$ cat config.mk
export PLATFORM = sky130hd
export DESIGN_NAME = rf_write_arbiter
export DESIGN_NICKNAME = d
export VERILOG_FILES = /design/src/rtl/rf_arb_pkg.sv /design/src/rtl/rr_arbiter.sv /design/src/rtl/rf_write_arbiter.sv
export SDC_FILE = /design/constraint.sdc
export NUM_CORES = 1
export LEC_CHECK = 0
export ABC_CLOCK_PERIOD_IN_PS = 8100
export CORE_MARGIN = 4
export CORE_UTILIZATION = 40
export CTS_BUF_LIST = sky130_fd_sc_hd__clkbuf_8 sky130_fd_sc_hd__clkbuf_16
export CTS_CLUSTER_SIZE = 40
export DETAILED_ROUTE_END_ITERATION = 10
export PLACE_DENSITY = 0.79
export SETUP_SLACK_MARGIN = 0.05
export SLEW_MARGIN = 20
export SYNTH_ARGS = -nofsm -noshare
export SYNTH_HDL_FRONTEND = slang
export SYNTH_SLANG_ARGS = --single-unit
export TNS_END_PERCENT = 1
$ cat constraint.sdc
create_clock -name Clk -period 8.1 [get_ports Clk]
set_input_delay 1.62 -clock Clk [delete_from_list [all_inputs] [get_ports Clk]]
set_output_delay 1.62 -clock Clk [all_outputs]
set_load 0.1 [all_outputs]
$ cat src/rtl/rf_arb_pkg.sv
// ---------------------------------------------------------------------------
// rf_arb_pkg
// Shared definitions for the register-file write-port arbiter:
//   - default sizing constants (data width, address width, requester count,
//     starvation threshold, wait-counter width)
//   - requester index enum (ALU result, load return, immediate/mov unit)
//   - write beat struct {addr, data} at the default sizes
// ---------------------------------------------------------------------------
package rf_arb_pkg;

  localparam int W_DEF       = 8;
  localparam int A_DEF       = 2;
  localparam int N_REQ_DEF   = 3;
  localparam int MAXWAIT_DEF = 8;
  localparam int WAITW_DEF   = 4;

  typedef enum logic [1:0] {
    REQ_ALU  = 2'd0,
    REQ_LOAD = 2'd1,
    REQ_MOV  = 2'd2
  } req_idx_e;

  typedef struct packed {
    logic [A_DEF-1:0] addr;
    logic [W_DEF-1:0] data;
  } wr_beat_t;

endpackage

$ cat src/rtl/rr_arbiter.sv
// ---------------------------------------------------------------------------
// rr_arbiter
// Purely combinational round-robin picker. Scans last_i+1, last_i+2, ...
// (mod N) and grants the first asserted request.
// Ports:
//   req_i    [N]  request vector
//   enable_i      when 0 no grant is issued
//   last_i   [IW] index of the most recent winner (lowest priority now)
//   grant_o  [N]  one-hot grant, or zero
//   idx_o    [IW] encoded index of the winner (0 when no grant)
// ---------------------------------------------------------------------------
module rr_arbiter #(
  parameter int N  = 3,
  parameter int IW = (N > 1) ? $clog2(N) : 1
) (
  input  logic [N-1:0]  req_i,
  input  logic          enable_i,
  input  logic [IW-1:0] last_i,
  output logic [N-1:0]  grant_o,
  output logic [IW-1:0] idx_o
);

  always_comb begin
    int   c;
    logic found;
    // NOTE: every output of a combinational block gets a default first;
    // a path that leaves one unassigned would infer a latch.
    grant_o = '0;
    idx_o   = '0;
    found   = 1'b0;
    c       = 0;
    for (int k = 1; k <= N; k++) begin
      c = (int'(last_i) + k) % N;
      if (enable_i && !found && req_i[c]) begin
        grant_o[c] = 1'b1;
        idx_o      = IW'(c);
        found      = 1'b1;
      end
    end
  end

endmodule

$ cat src/rtl/rf_write_arbiter.sv
// ---------------------------------------------------------------------------
// rf_write_arbiter
// Shares the register file's single write port among N_REQ writeback
// requesters with fair round-robin and a valid/ready handshake. The winning
// beat is registered, so the register file sees it one cycle after transfer.
// Also publishes a pending-write mask and a sticky starvation flag.
// Ports:
//   Clk, Reset          rising-edge clock, async active-high reset
//   Hold                freezes arbitration (no grants, pointer frozen)
//   ReqValid [N_REQ]    per-requester write request
//   ReqAddr  [N_REQ*A]  per-requester destination register (packed, req 0 LSB)
//   ReqData  [N_REQ*W]  per-requester write data (packed, req 0 LSB)
//   ReqReady [N_REQ]    per-requester grant, one-hot or zero
//   WriteEn/Waddr/DataIn  register-file write port
//   PendingMask [2**A]  registers with an outstanding write
//   StarveFlag          sticky: some requester waited MAXWAIT cycles
//   StarveClr           clears StarveFlag (a simultaneous new event wins)
// ---------------------------------------------------------------------------
module rf_write_arbiter
  import rf_arb_pkg::*;
#(
  parameter int W       = W_DEF,
  parameter int A       = A_DEF,
  parameter int N_REQ   = N_REQ_DEF,
  parameter int MAXWAIT = MAXWAIT_DEF,
  parameter int WAITW   = WAITW_DEF
) (
  input  logic               Clk,
  input  logic               Reset,
  input  logic               Hold,
  input  logic [N_REQ-1:0]   ReqValid,
  input  logic [N_REQ*A-1:0] ReqAddr,
  input  logic [N_REQ*W-1:0] ReqData,
  output logic [N_REQ-1:0]   ReqReady,
  output logic               WriteEn,
  output logic [A-1:0]       Waddr,
  output logic [W-1:0]       DataIn,
  output logic [(1<<A)-1:0]  PendingMask,
  output logic               StarveFlag,
  input  logic               StarveClr
);

  localparam int IW = (N_REQ > 1) ? $clog2(N_REQ) : 1;

  logic [IW-1:0]    last_q, last_d;
  logic [N_REQ-1:0] grant;
  logic [IW-1:0]    win_idx;
  logic             we_q, we_d;
  logic [A-1:0]     waddr_q, waddr_d;
  logic [W-1:0]     data_q, data_d;
  logic [WAITW-1:0] wait_q [N_REQ];
  logic [WAITW-1:0] wait_d [N_REQ];
  logic             starve_q, starve_d;
  logic             starve_evt;

  rr_arbiter #(.N(N_REQ), .IW(IW)) u_rr (
    .req_i    (ReqValid),
    .enable_i (~Hold),
    .last_i   (last_q),
    .grant_o  (grant),
    .idx_o    (win_idx)
  );

  assign ReqReady   = grant;
  assign WriteEn    = we_q;
  assign Waddr      = waddr_q;
  assign DataIn     = data_q;
  assign StarveFlag = starve_q;

  always_comb begin
    last_d     = last_q;
    we_d       = 1'b0;
    waddr_d    = waddr_q;   // address/data hold when no write is issued
    data_d     = data_q;
    starve_evt = 1'b0;
    if (|grant) begin
      last_d  = win_idx;
      we_d    = 1'b1;
      waddr_d = ReqAddr[int'(win_idx)*A +: A];
      data_d  = ReqData[int'(win_idx)*W +: W];
    end
    for (int i = 0; i < N_REQ; i++) begin
      wait_d[i] = wait_q[i];
      if (!ReqValid[i] || grant[i]) begin
        wait_d[i] = '0;
      end else begin
        if (wait_q[i] == WAITW'(MAXWAIT-1)) starve_evt = 1'b1;
        if (wait_q[i] != '1) wait_d[i] = wait_q[i] + 1'b1;
      end
    end
    // A new starve event takes precedence over a same-cycle clear.
    starve_d = starve_evt | (starve_q & ~StarveClr);
  end

  // Mask covers both queued requests and the write currently on the port.
  always_comb begin
    PendingMask = '0;
    for (int i = 0; i < N_REQ; i++) begin
      if (ReqValid[i]) PendingMask[ReqAddr[i*A +: A]] = 1'b1;
    end
    if (we_q) PendingMask[waddr_q] = 1'b1;
  end

  always_ff @(posedge Clk or posedge Reset) begin
    // NOTE: sequential state uses non-blocking assignments so every register
    // samples pre-edge values regardless of statement order.
    if (Reset) begin
      last_q   <= IW'(N_REQ-1);
      we_q     <= 1'b0;
      waddr_q  <= '0;
      data_q   <= '0;
      starve_q <= 1'b0;
      for (int i = 0; i < N_REQ; i++) wait_q[i] <= '0;
    end else begin
      last_q   <= last_d;
      we_q     <= we_d;
      waddr_q  <= waddr_d;
      data_q   <= data_d;
      starve_q <= starve_d;
      for (int i = 0; i < N_REQ; i++) wait_q[i] <= wait_d[i];
    end
  end

endmodule
==> impl_metrics.ini, run 1 <==
[timing]
min_period_ps = 6200
worst_pin_slew_ps = 987
fmax_mhz = 161
max_slew_margin_pct = 34.0
finalHoldViolCount = 0
rsz0062_at_grt = no
hold_ws_ps = 513
finalCritPeriodShare_pct = 76.6
slew_viol_final = 0
fin_tns_setup_ps = 0
setup_viol_count_final = 0
finClkSkew_ps = 1.45

[drt]
vias = 1675
drt_iter0_drc = 131
drt.antenna.violating_nets = 0
via_per_inst = 5.47
drt-total-wl_um = 4570
post_drt_wl_per_cell_um = 14.9
drc = 0
drtPass1Iterations = 4

[logic_synthesis]
ys_top_cells_by_count = 25 x dfrtp_1, 25 x nor2_1, 15 x mux2i_1
synth_edf_count = 0
synth_seq_cells = 26
async_flop_share_pct = 100
syn_nets = 245
yosysTopAreaCell = dfrtp_1
ys_seq_area_share_pct = 33.7
syn_area_um2 = 1940
synth_top_area_share_pct = 32.3
syn_avg_cell_area_um2 = 9.63
synth_ff_type = dfrtp_1
netlist_instances = 201
synth_area_leaders = dfrtp_1 32%, mux2_4 7.8%, mux2i_1 7.8%
ys_types = 51
ys_warn_count = 0

[worst_setup_path]
crit_type = primary input to output port
start_kind = primary input
critPathRequiredTime_ps = 6480
cp_max_fo = 15
crit_path_frequent_cell = clkdlybuf4s50_1
cp_cell_sequence = clkdlybuf4s50_1 -> mux2_2 -> nor4_2 -> o311ai_0 -> a21oi_2 -> clkdlybuf4s50_1
critPathMaxStageDelay_ps = 1160
r2r_setup_slack_ps = 4980
slowest_stage = clkdlybuf4s50_1
endpoint_kind = output port
crit_arrival_ps = 4580

[clocking]
numCtsBuffers = 3
clk_pin_slew_ps = 100
cts_hold_buf = 0
cts.sinks = 26
insertion_delay_ps = 270
clockRootBuffer = clkbuf_8
postCtsSetupBuffers = 0
htreeDepth = 1
cts_buffer_depth = 2
cts_resized = 0
cts_tree = built

[outcome]
outcome = finished, final reports clean

[finish]
diodes = 0
multi_input_area_um2 = 1150
area_delta_synth_final_pct = 31.7
drive_gt1_share_pct = 14.3
regArea_um2 = 652
final_area_um2 = 2550
fill_cells = 437
fin_nets = 297

[placed_design]
dp_hpwl_um = 3510
place_congestion = 0.863
port_buffers = 55
placedInstanceArea_um2 = 2480

[pwr]
p_per_area_nw_per_um2 = 400
leakage_nw = 1.09
ir_worst_vdd_mv = 0.241

[flow_run]
max_cap_violations = 0

[floorplanning]
rows = 25
initial_core_util_pct = 41.3
ios = 56
core_um2 = 4690
die_w_um = 77.6
dieArea_um2 = 6020
dieHeight_um = 77.6

[global_route]
grtUsageTotal_pct = 15.9
grt-ovfl-total = 0
grt_max_degree = 27
grt_pass1_vias = 1661
grt_pass1_wl_um = 7730
antenna_found_initial = 0

[min_path]
holdCritPathClass = flop to flop
-- logic make-up after synthesis --
group	after synthesis	share of synthesized area, %
xor gates and xnor gates	3	1.36
muxes	31	19.6
AOI/OAI and AO/OA	42	14.4
DFF	26	33.7
adders and majority gates	7	4.52
buffers and inverters	22	7.05
and+or+nand+nor	70	19.4
-- stage by stage --
stage	std cells	util (%)	worst slack [ps]	power, W
3_3_place_gp	302	52.8	1990	0.000905
4_1_cts	306	54.3	1920	0.00102
6_report	306	54.3	1900	0.00102
5_1_grt	306	54.3	1730	0.00107
3_5_place_dp	302	52.8	1910	0.000912
2_1_floorplan	201	-	1200	0.000783
-- final timing paths --
| check | start | to | cells after the start |
|---|---|---|---|
| min in group asynchronous | Reset | DataIn[3] | 2 |
| hold reg to reg | wait_q[3] | wait_q[3] | 1 |
| max in group asynchronous | Reset | last_q[1] | 2 |
| setup / recovery | ReqValid[1] | ReqReady[1] | 6 |
| hold / removal | wait_q[3] | wait_q[3] | 1 |
| setup reg to reg | last_q[0] | DataIn[6] | 8 |
-- critical path: cells and delay by family --
kind                   cells  cell delay [ps]
buffers and inverters      2             1800
multiplexers               1              390
AO/OA/AOI/OAI              2              520
AND/OR/NAND/NOR            1              240
-- where the power goes --
part | total [W] | switching (W) | internal [W]
registers | 0.000214 | 0.0000391 | 0.000175
logic | 0.000694 | 0.000453 | 0.000241
clock network | 0.000111 | 0.0000445 | 0.0000662
total | 0.00102 | 0.000537 | 0.000483
-- area by class of cell --
type                       count  area share, %
multi-input combinational    153           45.0
sequential                    26           25.6
timing repair buffer          57           22.2
tap                           54           2.65
inverter                      12           1.77
clock buffer                   3           1.62
clock inverter                 1           1.18
-- registers in the layout (all words and copies together) (netlist names) --
signal	cells
last_q	2
WriteEn	1
wait_q	12
DataIn	8
StarveFlag	1
Waddr	2
-- placed cells by master, fill, tap and decap left out, types with 3 or more instances in the layout --
| cell | count |
|---|---|
| a21oi_1 | 14 |
| nand2_1 | 10 |
| or2_2 | 3 |
| mux2i_1 | 15 |
| dfrtp_1 | 25 |
| nand3b_1 | 4 |
| xnor2_1 | 3 |
| nor2_1 | 25 |
| inv_1 | 10 |
| mux2_4 | 10 |
| clkdlybuf4s50_1 | 55 |
| o21ai_0 | 3 |
| a31oi_1 | 6 |
| a211oi_1 | 3 |
| nand3_1 | 9 |
| nor3_1 | 4 |
| mux2_2 | 5 |
| nor3b_1 | 3 |
| ha_1 | 7 |
| clkbuf_8 | 3 |
-- per-layer routing --
layer | routed length (µm) | vias up | track usage, % | share of wire [%]
li1 | - | 821 | - | -
met1 | 2010 | 772 | 20.2 | 44
met2 | 2140 | 75 | 26.3 | 47
met3 | 351 | 7 | 3.60 | 7.7
met4 | 64 | 0 | 6.05 | 1.4
met5 | 0 | - | 0 | 0
Note: power is estimated with default switching activity, not from simulation.
==> run 2, diff against run 1 <==
--- a/config.mk
+++ b/config.mk
@@ -5,13 +5,13 @@
 export SDC_FILE = /design/constraint.sdc
 export NUM_CORES = 1
 export LEC_CHECK = 0
-export ABC_CLOCK_PERIOD_IN_PS = 8100
+export ABC_CLOCK_PERIOD_IN_PS = 5700
 export CORE_MARGIN = 4
 export CORE_UTILIZATION = 40
 export CTS_BUF_LIST = sky130_fd_sc_hd__clkbuf_8 sky130_fd_sc_hd__clkbuf_16
 export CTS_CLUSTER_SIZE = 40
 export DETAILED_ROUTE_END_ITERATION = 10
-export PLACE_DENSITY = 0.79
+export PLACE_DENSITY = 0.82
 export SETUP_SLACK_MARGIN = 0.05
 export SLEW_MARGIN = 20
 export SYNTH_ARGS = -nofsm -noshare
==> constraint.sdc (replaced) <==
create_clock -name Clk -period 5.7 [get_ports Clk]
set_input_delay 1.14 -clock Clk [delete_from_list [all_inputs] [get_ports Clk]]
set_output_delay 1.14 -clock Clk [all_outputs]
set_load 0.1 [all_outputs]
==> impl_metrics.ini, run 2 (synthesized netlist as in run 1, its figures left out) <==
[global_route]
grt_max_degree = 27
grtUsageTotal_pct = 15.3
grt_pass1_wl_um = 7540
grt_pass1_vias = 1713
antenna_found_initial = 0
grt-ovfl-total = 0

[clocking]
clk_pin_slew_ps = 80
cts.sinks = 26
insertion_delay_ps = 270
cts_hold_buf = 0
htreeDepth = 1
cts_resized = 0
cts_buffer_depth = 2
clockRootBuffer = clkbuf_8
cts_tree = built
numCtsBuffers = 3
postCtsSetupBuffers = 0

[timing]
rsz0062_at_grt = no
slew_viol_final = 0
finalCritPeriodShare_pct = 78.4
fmax_mhz = 224
fin_tns_setup_ps = 0
setup_viol_count_final = 0
max_slew_margin_pct = 34.3
min_period_ps = 4470
finClkSkew_ps = 1.78
worst_pin_slew_ps = 982
finalHoldViolCount = 0

[placed_design]
dp_hpwl_um = 3420
place_congestion = 0.853
port_buffers = 55

[finish]
area_delta_synth_final_pct = 30.1
diodes = 0
final_util_pct = 53.7
final_common_cell = clkdlybuf4s50_1
fin_nets = 297
largest_reg_flops = 12
final_cell_mix = 49 x clkdlybuf4s50_1, 25 x dfrtp_1, 25 x nor2_1
top_register = wait_q
drive_gt1_share_pct = 16.3
fill_cells = 418

[worst_setup_path]
slowest_stage = clkdlybuf4s50_1
critPathMaxStageDelay_ps = 1140
critPathRequiredTime_ps = 4560
crit_arrival_ps = 3330
endpoint_kind = output port
crit_type = primary input to output port
r2r_setup_slack_ps = 2460
cp_top_family = buffers and inverters
start_kind = primary input
path_buf_inv = 2
crit_path_frequent_cell = clkdlybuf4s50_1
cp_max_fo = 10
cp_cell_sequence = clkdlybuf4s50_1 -> and3_1 -> a31oi_1 -> nand3_1 -> clkdlybuf4s50_1

[floorplanning]
die_w_um = 77.6
initial_core_util_pct = 41.3
rows = 25
dieArea_um2 = 6020
core_um2 = 4690
ios = 56
dieHeight_um = 77.6

[drt]
drc = 0
drtPass1Iterations = 4
drt_iter0_drc = 95
post_drt_wl_per_cell_um = 14.9
vias = 1679
drt.antenna.violating_nets = 0
drt-total-wl_um = 4550
via_per_inst = 5.49

[outcome]
outcome = finished, final reports clean

[flow_run]
max_cap_violations = 0

[pwr]
ir_worst_vdd_mv = 0.282
p_per_area_nw_per_um2 = 561
leakage_nw = 1.10

[min_path]
holdCritPathClass = flop to flop
## run 2: changes by cell type in the layout (fill, tap and decap cells not counted)
cell,previous run,this run
o311ai_1,0,1
buf_4,2,8
clkdlybuf4s50_1,55,49
o311ai_0,2,1
inv_2,2,1
clkbuf_8,3,4
inv_1,10,11
bufinv_16,1,0
## run 2: worst paths after layout
path,startpoint,end,cells past startpoint
setup / recovery,ReqValid[0],PendingMask[3],5
max in group asynchronous,Reset,wait_q[11],2
hold / removal,wait_q[7],wait_q[7],1
setup reg to reg,last_q[0],Waddr[0],8
min in group asynchronous,Reset,wait_q[0],2
hold reg to reg,wait_q[7],wait_q[7],1
## run 2: area by class of cell
| type | count | area, µm² | area share (%) |
|---|---|---|---|
| repair buffers | 57 | 551 | 21.9 |
| flip-flops and latches | 26 | 652 | 25.9 |
| inverters | 12 | 45.0 | 1.79 |
| clock buffers | 4 | 55.1 | 2.19 |
| well taps | 54 | 67.6 | 2.68 |
| multi-input cells | 153 | 1150 | 45.6 |
## run 2: power by group
group	total (W)	switching, W	leakage (nW)	internal (W)
Clock	0.000118	0.0000558	0.0288	0.0000618
Sequential	0.000307	0.0000577	0.327	0.000249
Combinational	0.000989	0.000650	0.740	0.000339
## run 2: routing by layer
metal | part of all wire, % | vias up | GRT usage [%]
met1 | 43 | 789 | 18.2
met2 | 48 | 63 | 27.0
met4 | 1.3 | 0 | 6.05
li1 | - | 822 | -
met3 | 7.6 | 5 | 2.90
met5 | 0 | - | 0
## run 2: per-stage QoR
stage / cell area, µm² / total power [W] / hold WS [ps] / std cells / setup WS [ps]
floorplan: 1940 / 0.00111 / 460 / 201 / 942
finish: 2520 / 0.00141 / 510 / 306 / 1230
detailed placement: 2460 / 0.00130 / 496 / 302 / 1230
global route: 2520 / 0.00149 / 542 / 306 / 1150
CTS: 2520 / 0.00142 / 508 / 306 / 1230
global placement: 2460 / 0.00128 / 488 / 302 / 1240
